==> src/rtl/pc_fetch_seq_if.sv <==
// Program-ROM bus between the fetch sequencer (master) and the ROM (slave).
interface pc_fetch_seq_if #(
  parameter int unsigned ADDR_W  = 12,
  parameter int unsigned INSTR_W = 8
);
  logic [ADDR_W-1:0]  rom_addr;
  logic [INSTR_W-1:0] rom_data;

  modport master (output rom_addr, input rom_data);
  modport slave  (input rom_addr, output rom_data);
endinterface

==> src/rtl/pc_fetch_seq.sv <==
// Program counter and two-phase FETCH/EXEC instruction-fetch sequencer.
// Optional hardware call/return stack enabled by defining PC_CALL_STACK_EN;
// without it call/ret are ignored and the stack outputs are tied to 0.
module pc_fetch_seq #(
  parameter int unsigned ADDR_W      = 12,
  parameter int unsigned INSTR_W     = 8,
  parameter int unsigned OPCODE_W    = 4,
  parameter int unsigned STACK_DEPTH = 4
) (
  input  logic                              clk,
  input  logic                              reset,
  input  logic                              enable,
  pc_fetch_seq_if.master                    rom,
  input  logic                              jump,
  input  logic                              call,
  input  logic                              ret,
  input  logic [ADDR_W-1:0]                 jump_addr,
  output logic [ADDR_W-1:0]                 pc,
  output logic                              phase,
  output logic [OPCODE_W-1:0]               instr,
  output logic [INSTR_W-OPCODE_W-1:0]       oprnd,
  output logic [$clog2(STACK_DEPTH+1)-1:0]  stack_level,
  output logic                              stack_ovf,
  output logic                              stack_unf
);

  typedef enum logic {FETCH = 1'b0, EXEC = 1'b1} phase_t;

  phase_t             phase_q;
  logic [INSTR_W-1:0] fetch_q;

  // ROM is addressed directly by the program counter
  assign rom.rom_addr = pc;
  assign phase        = (phase_q == EXEC);
  assign instr        = fetch_q[INSTR_W-1 -: OPCODE_W];
  assign oprnd        = fetch_q[INSTR_W-OPCODE_W-1:0];

`ifdef PC_CALL_STACK_EN
  localparam int unsigned LVL_W = $clog2(STACK_DEPTH + 1);
  localparam int unsigned IDX_W = (STACK_DEPTH > 1) ? $clog2(STACK_DEPTH) : 1;

  logic [ADDR_W-1:0] stack_mem [STACK_DEPTH];
  logic [LVL_W-1:0]  level_q;
  logic              ovf_q;
  logic              unf_q;
  logic [IDX_W-1:0]  push_idx;
  logic [IDX_W-1:0]  pop_idx;

  assign push_idx    = IDX_W'(level_q);
  assign pop_idx     = IDX_W'(level_q - LVL_W'(1));
  assign stack_level = level_q;
  assign stack_ovf   = ovf_q;
  assign stack_unf   = unf_q;

  // Phase machine, PC update and call stack
  always_ff @(posedge clk or posedge reset) begin
    if (reset) begin
      phase_q <= FETCH;
      pc      <= '0;
      fetch_q <= '0;
      level_q <= '0;
      ovf_q   <= 1'b0;
      unf_q   <= 1'b0;
      for (int i = 0; i < int'(STACK_DEPTH); i++) stack_mem[i] <= '0;
    end else if (enable) begin
      case (phase_q)
        FETCH: begin
          fetch_q <= rom.rom_data;
          pc      <= pc + ADDR_W'(1);
          phase_q <= EXEC;
        end
        EXEC: begin
          phase_q <= FETCH;
          if (ret) begin
            if (level_q != '0) begin
              pc      <= stack_mem[pop_idx];
              level_q <= level_q - LVL_W'(1);
            end else begin
              unf_q <= 1'b1;
            end
          end else if (call) begin
            if (level_q < LVL_W'(STACK_DEPTH)) begin
              stack_mem[push_idx] <= pc;
              pc                  <= jump_addr;
              level_q             <= level_q + LVL_W'(1);
            end else begin
              ovf_q <= 1'b1;
            end
          end else if (jump) begin
            pc <= jump_addr;
          end
        end
        default: phase_q <= FETCH;
      endcase
    end
  end
`else
  logic unused_ctl;

  assign unused_ctl  = ^{call, ret};
  assign stack_level = '0;
  assign stack_ovf   = 1'b0;
  assign stack_unf   = 1'b0;

  // Phase machine and PC update (jump only)
  always_ff @(posedge clk or posedge reset) begin
    if (reset) begin
      phase_q <= FETCH;
      pc      <= '0;
      fetch_q <= '0;
    end else if (enable) begin
      case (phase_q)
        FETCH: begin
          fetch_q <= rom.rom_data;
          pc      <= pc + ADDR_W'(1);
          phase_q <= EXEC;
        end
        EXEC: begin
          phase_q <= FETCH;
          if (jump) pc <= jump_addr;
        end
        default: phase_q <= FETCH;
      endcase
    end
  end
`endif

endmodule

==> src/flat_wrapper.sv <==
// flat-port wrapper written by rule: the top's interface ports become plain ports
module pc_fetch_seq_flat 
#(
  parameter int unsigned ADDR_W      = 12,
  parameter int unsigned INSTR_W     = 8,
  parameter int unsigned OPCODE_W    = 4,
  parameter int unsigned STACK_DEPTH = 4
)
  (clk, reset, enable, jump, call, ret, jump_addr, pc, phase, instr, oprnd, stack_level, stack_ovf, stack_unf, rom_rom_addr, rom_rom_data);
  pc_fetch_seq_if #(.ADDR_W(ADDR_W), .INSTR_W(INSTR_W)) rom_i ();
  input  logic clk;
  input  logic reset;
  input  logic enable;
  input  logic jump;
  input  logic call;
  input  logic ret;
  input  logic [ADDR_W-1:0] jump_addr;
  output logic [ADDR_W-1:0] pc;
  output logic phase;
  output logic [OPCODE_W-1:0] instr;
  output logic [INSTR_W-OPCODE_W-1:0] oprnd;
  output logic [$clog2(STACK_DEPTH+1)-1:0] stack_level;
  output logic stack_ovf;
  output logic stack_unf;
  output wire logic [$bits(rom_i.rom_addr)-1:0] rom_rom_addr;
  input wire logic [$bits(rom_i.rom_data)-1:0] rom_rom_data;
  assign rom_rom_addr = rom_i.rom_addr;
  assign rom_i.rom_data = rom_rom_data;
  pc_fetch_seq #(.ADDR_W(ADDR_W), .INSTR_W(INSTR_W), .OPCODE_W(OPCODE_W), .STACK_DEPTH(STACK_DEPTH)) u_core (.clk(clk), .reset(reset), .enable(enable), .rom(rom_i), .jump(jump), .call(call), .ret(ret), .jump_addr(jump_addr), .pc(pc), .phase(phase), .instr(instr), .oprnd(oprnd), .stack_level(stack_level), .stack_ovf(stack_ovf), .stack_unf(stack_unf));
endmodule
==> config.mk <==
export PLATFORM = sky130hd
export DESIGN_NAME = pc_fetch_seq_flat
export DESIGN_NICKNAME = d
export VERILOG_FILES = /design/src/rtl/pc_fetch_seq_if.sv /design/src/rtl/pc_fetch_seq.sv /design/src/flat_wrapper.sv
export SDC_FILE = /design/constraint.sdc
export NUM_CORES = 1
export LEC_CHECK = 0
export BUFFER_PORTS_ARGS = -buffer_cell sky130_fd_sc_hd__buf_2
export CORE_AREA = 3 3 56 58
export CTS_CLUSTER_DIAMETER = 60
export CTS_CLUSTER_SIZE = 10
export DETAILED_ROUTE_END_ITERATION = 10
export DIE_AREA = 0 0 59 61
export GPL_ROUTABILITY_DRIVEN = 0
export PLACE_DENSITY = 0.81
export SYNTH_ARGS = -nofsm -noshare
export SYNTH_HDL_FRONTEND = slang
export SYNTH_SLANG_ARGS = --single-unit
==> constraint.sdc <==
create_clock -name clk -period 4.6 [get_ports clk]
set_input_delay 0.69 -clock clk [delete_from_list [all_inputs] [get_ports clk]]
set_output_delay 0.69 -clock clk [all_outputs]
set_load 0.01 [all_outputs]
======== Word level (Yosys, flattened, before mapping) ========
Index checks and enable logic that the tools add are counted.
storage, ports and cells
  flip-flop bits (word level) ............. 21
  bits in latches ......................... 0
  bits in writable memories ............... 0
  memory bits (read-only) ................. 0
  input bits .............................. 26
  output and inout bits ................... 38
  word-level logic and storage cells ...... 11
  memories kept ........................... 0
cells by class
  add/subtract/negate cells ............... 1
  multiply operators ...................... 0
  div/mod/pow operators ................... 0
  order comparisons ....................... 0
  eq/ne operators ......................... 1
  shifts and indexed selects .............. 0
  multiplexer cells ....................... 3
  bitwise gates (word level) .............. 1
  reductions and logical operators ........ 2
operators by type and width
  cell                                            count
  case mux 12 bit (2 select lines)                1
  adder 12 x 1 -> 12 bit (second input constant)  1
  2-to-1 mux 12 bit                               1
  AND reduction 2 bit                             2
  != test 2 bit (second input constant)           1
  case mux 1 bit (2 select lines)                 1
  NOT 1 bit                                       1

======== Depth between registers and ports, before layout ========
  depth after elaboration ................. 2
  depth in mapped cells ................... 5
  gate-level depth less buffers ........... 5

======== Worst setup path before layout ========
No wires, ideal clock.
  path type ............................... register to register
  start ................................... register u_core.pc[0]
  end ..................................... register u_core.pc[10]
  arrival ................................. 1480 ps
  setup slack ............................. 2996 ps
  cell stages (with the launch flop) ...... 6
  path buffers ............................ 0
  path through ............................ dfrtp_1 > ha_1 > nand3_1 > nor3_1 > o21ai_0 > a211o_1
between the ends
  word-level cells in the longest chain between the ends .. 2
RTL lines
  what                              line                 source
  from (decl)                       pc_fetch_seq.sv:18   output logic [ADDR_W-1:0] pc,
  from (signal assigned)            pc_fetch_seq.sv:115  pc <= pc + ADDR_W'(1);
  from (signal assigned)            pc_fetch_seq.sv:120  if (jump) pc <= jump_addr;
  adder 12 x 1 -> 12 bit            pc_fetch_seq.sv:115
  case mux 12 bit (2 select lines)  pc_fetch_seq.sv:112  case (phase_q)
No other way between the ends.
A chain may end at the register's enable or synchronous reset.

======== Worst setup path after layout ========
  start ................................... register u_core.phase_q (netlist: u_core.phase)
  end ..................................... register u_core.pc[6]
between the ends
  word-level cells in the longest chain between the ends .. 2
  elaborated cells between the ends (all ways) .. 4
RTL lines
  what                                                                                      line                 source
  from (decl)                                                                               pc_fetch_seq.sv:29   phase_t phase_q;
  from (signal assigned)                                                                    pc_fetch_seq.sv:108  phase_q <= FETCH;
  from (signal assigned)                                                                    pc_fetch_seq.sv:116  phase_q <= EXEC;
  from (signal assigned)                                                                    pc_fetch_seq.sv:119  phase_q <= FETCH;
  != test 2 bit (no source line) or NOT 1 bit (tied branches)                               --
  AND reduction 2 bit (no source line) or case mux 12 bit (2 select lines) (tied branches)  --
Several ways; a longest one is shown, not always the timed one.

==> qor.yml <==
floorplan:
  dieArea_um2: 3600
  ioPinCount: 64
  die_h_um: 61
  rows: 19
  start_util_pct: 47.4
  die_x_um: 59
  fp.coreArea_um2: 2710
sta:
  period_needed_ns: 2.23
  slew_headroom_pct: 34.7
  fin_skew_ns: 0.00189
  clock.fmax_mhz: 449
  setup_tns_ns: 0
  worst_pin_slew_ns: 0.977
  finalSetupViolCount: 0
  rsz0062_at_grt: "false"
  holdWs_ns: 0.509
  slew_viol_final: 0
  finalHoldViolations: 0
  final.period_utilization_pct: 48.4
route:
  drtIter0Drc: 47
  firstDrtPassIters: 4
  wl_per_cell_um: 13.9
  vias_per_cell: 5.42
  drtAntennaViolNets: 0
  num_vias: 1128
  drt_wl_total_um: 2900
  drc: 0
power_and_ir_drop:
  combPwrFrac_pct: 48.1
  power.leakage_nw: 0.711
  power_frac_seq_pct: 42.7
  p_int_mw: 0.531
  ir_worst_vdd_v: 0.000403
  powerDensity_nw_per_um2: 662
  clkPwrFrac_pct: 9.2
  swShare_pct: 46.1
  p_total_mw: 0.986
  switching_power_mw: 0.455
critical_path:
  r2r_end: "u_core.pc[6]"
  rr_worst_depth: 4
  crit_fanout: 22
  startpoint: "u_core.phase"
  cp-start-kind: "register"
  rr_startpoint: "u_core.phase"
  crit_type: "register to register"
  path_cells: "inv_1 -> o21ai_1 -> a21oi_1 -> o22a_1"
  cp-endpoint: "u_core.pc[6]"
  max_stage_delay_ns: 0.80
  cp-end-kind: "register"
  crit_arrival_ns: 2.43
  crit_slowest_cell: "dfrtp_1"
  critical_path_required_ns: 4.81
  reg2reg_slack_ns: 2.37
grt:
  grtUsageTotal_pct: 17.4
  grt_pass1_vias: 1098
  antenna_found_initial: 0
  grt-ovfl-total: 0
  grt_max_degree: 23
  grt_pass1_wl_um: 4860
finish:
  fin_area_um2: 1490
  syn2layout_area_growth_pct: 16.0
  antenna_cells: 0
  nNetsFinal: 205
  layout-drive-gt1-share_pct: 40.7
  fin_util_pct: 55.0
logic_synthesis:
  synth_commonest_cells: "21 x dfrtp_1, 17 x buf_4, 12 x a21oi_1"
  yosysWarnings: 0
  async_flop_share_pct: 100
  synth_top_cell_by_area: "dfrtp_1"
  syn_inst: 137
  synth-edff-count: 0
  synth.avg_cell_area_um2: 9.38
  ys_seq_area_share_pct: 40.9
  yosysUniqueCellTypes: 38
  ys_ff_latch: 21
  yosys_most_used_dff: "dfrtp_1"
  synth_top_area_share_pct: 40.9
  netlist_area_um2: 1280
  synth_area_leaders: "dfrtp_1 41%, buf_4 9.9%, mux2_2 7.0%"
  synth_most_common_cell: "dfrtp_1"
clock_network:
  cts_max_path_buffers: 2
  post_cts.repair.setup_buffers: 0
  numCtsBuffers: 3
  clkLatencyLatePin_ns: 0.30
  cts-htree-levels: 1
  cts_sinks: 21
  post_cts.resized_instances: 0
  root_buffer: "clkbuf_4"
  path_clk_slew_ns: 0.12
  cts_hold_buf: 0
  cts_tree: "done"
run_status:
  status: "finished, final reports clean"
flow_run:
  drv_cap: 0
placed_design:
  hpwlAfterDp_um: 2240
  placed_area_um2: 1460
  numPortBuffers: 56
worst_hold_path:
  hold_path.class: "input pin to async pin"
[registers in the layout, indices dropped and copies added (netlist names)]
register / flops
u_core.phase: 1
u_core.fetch_q: 8
u_core.pc: 12
[power groups by stage]
stage	sequential, mW	combinational (mW)	clock [mW]
after floorplan	0.428	0.341	0
after global placement	0.410	0.466	0
after detailed placement	0.424	0.479	0
after CTS	0.421	0.481	0.0935
after global routing	0.443	0.524	0.102
final	0.421	0.475	0.0904
[cell families after synthesis]
logic type                 count (synthesis)  share of synthesized area [%]
muxes                                     11                           9.35
adders and majority gates                  1                          0.974
xor gates and xnor gates                   1                          0.682
and+or+nand+nor                           36                           16.8
AOI/OAI and AO/OA                         35                           16.6
other                                      1                          0.292
buffers and inverters                     31                           14.4
DFF                                       21                           40.9
[layer usage]
metal / global-route usage, % / part of all wire [%] / up-vias
met5: 0 / 0 / -
met4: 4.53 / 0.34 / 0
met3: 3.83 / 8.0 / 2
met2: 31.2 / 50 / 52
met1: 21.3 / 41 / 529
li1: - / - / 545
[cell type report]
type	instances	area, µm²
clock inverters	1	7.51
flip-flops and latches	21	526
multi-input cells	89	589
fillers	267	1220
well taps	31	38.8
inverters	7	26.3
clock buffers	3	22.5
repair buffers	56	280
[how the worst min path moves through the flow]
stage | cells past startpoint | end
finish | 2 | u_core.fetch_q[6]
global route | 1 | u_core.fetch_q[4]
CTS | 2 | u_core.fetch_q[6]
detailed placement | 1 | u_core.fetch_q[5]
global placement | 1 | u_core.fetch_q[2]
floorplan | 1 | u_core.fetch_q[0]
[worst max-delay path, delay by kind of cell, from the launching register on]
kind | cells | cell delay [ns]
buf+inv | 1 | 0.35
compound gates | 3 | 0.98
flops | 1 | 0.80
[placed cells by master, fill, tap and decap left out, drive strengths merged, types with 4 or more instances in the layout]
cell	instances
a21oi	12
inv	7
nor3	4
dfrtp	21
o21ai	10
nor2	5
nand3	8
mux2	8
nand2	9
buf	56
conb	5
[metrics by stage]
| step | worst slack, ns | std cells |
|---|---|---|
| floorplan | 3.00 | 141 |
| global placement | 2.41 | 204 |
| detailed placement | 2.33 | 204 |
| CTS | 2.38 | 208 |
| global route | 2.13 | 208 |
| finish | 2.37 | 208 |
Power figures use the tool's default switching activity.
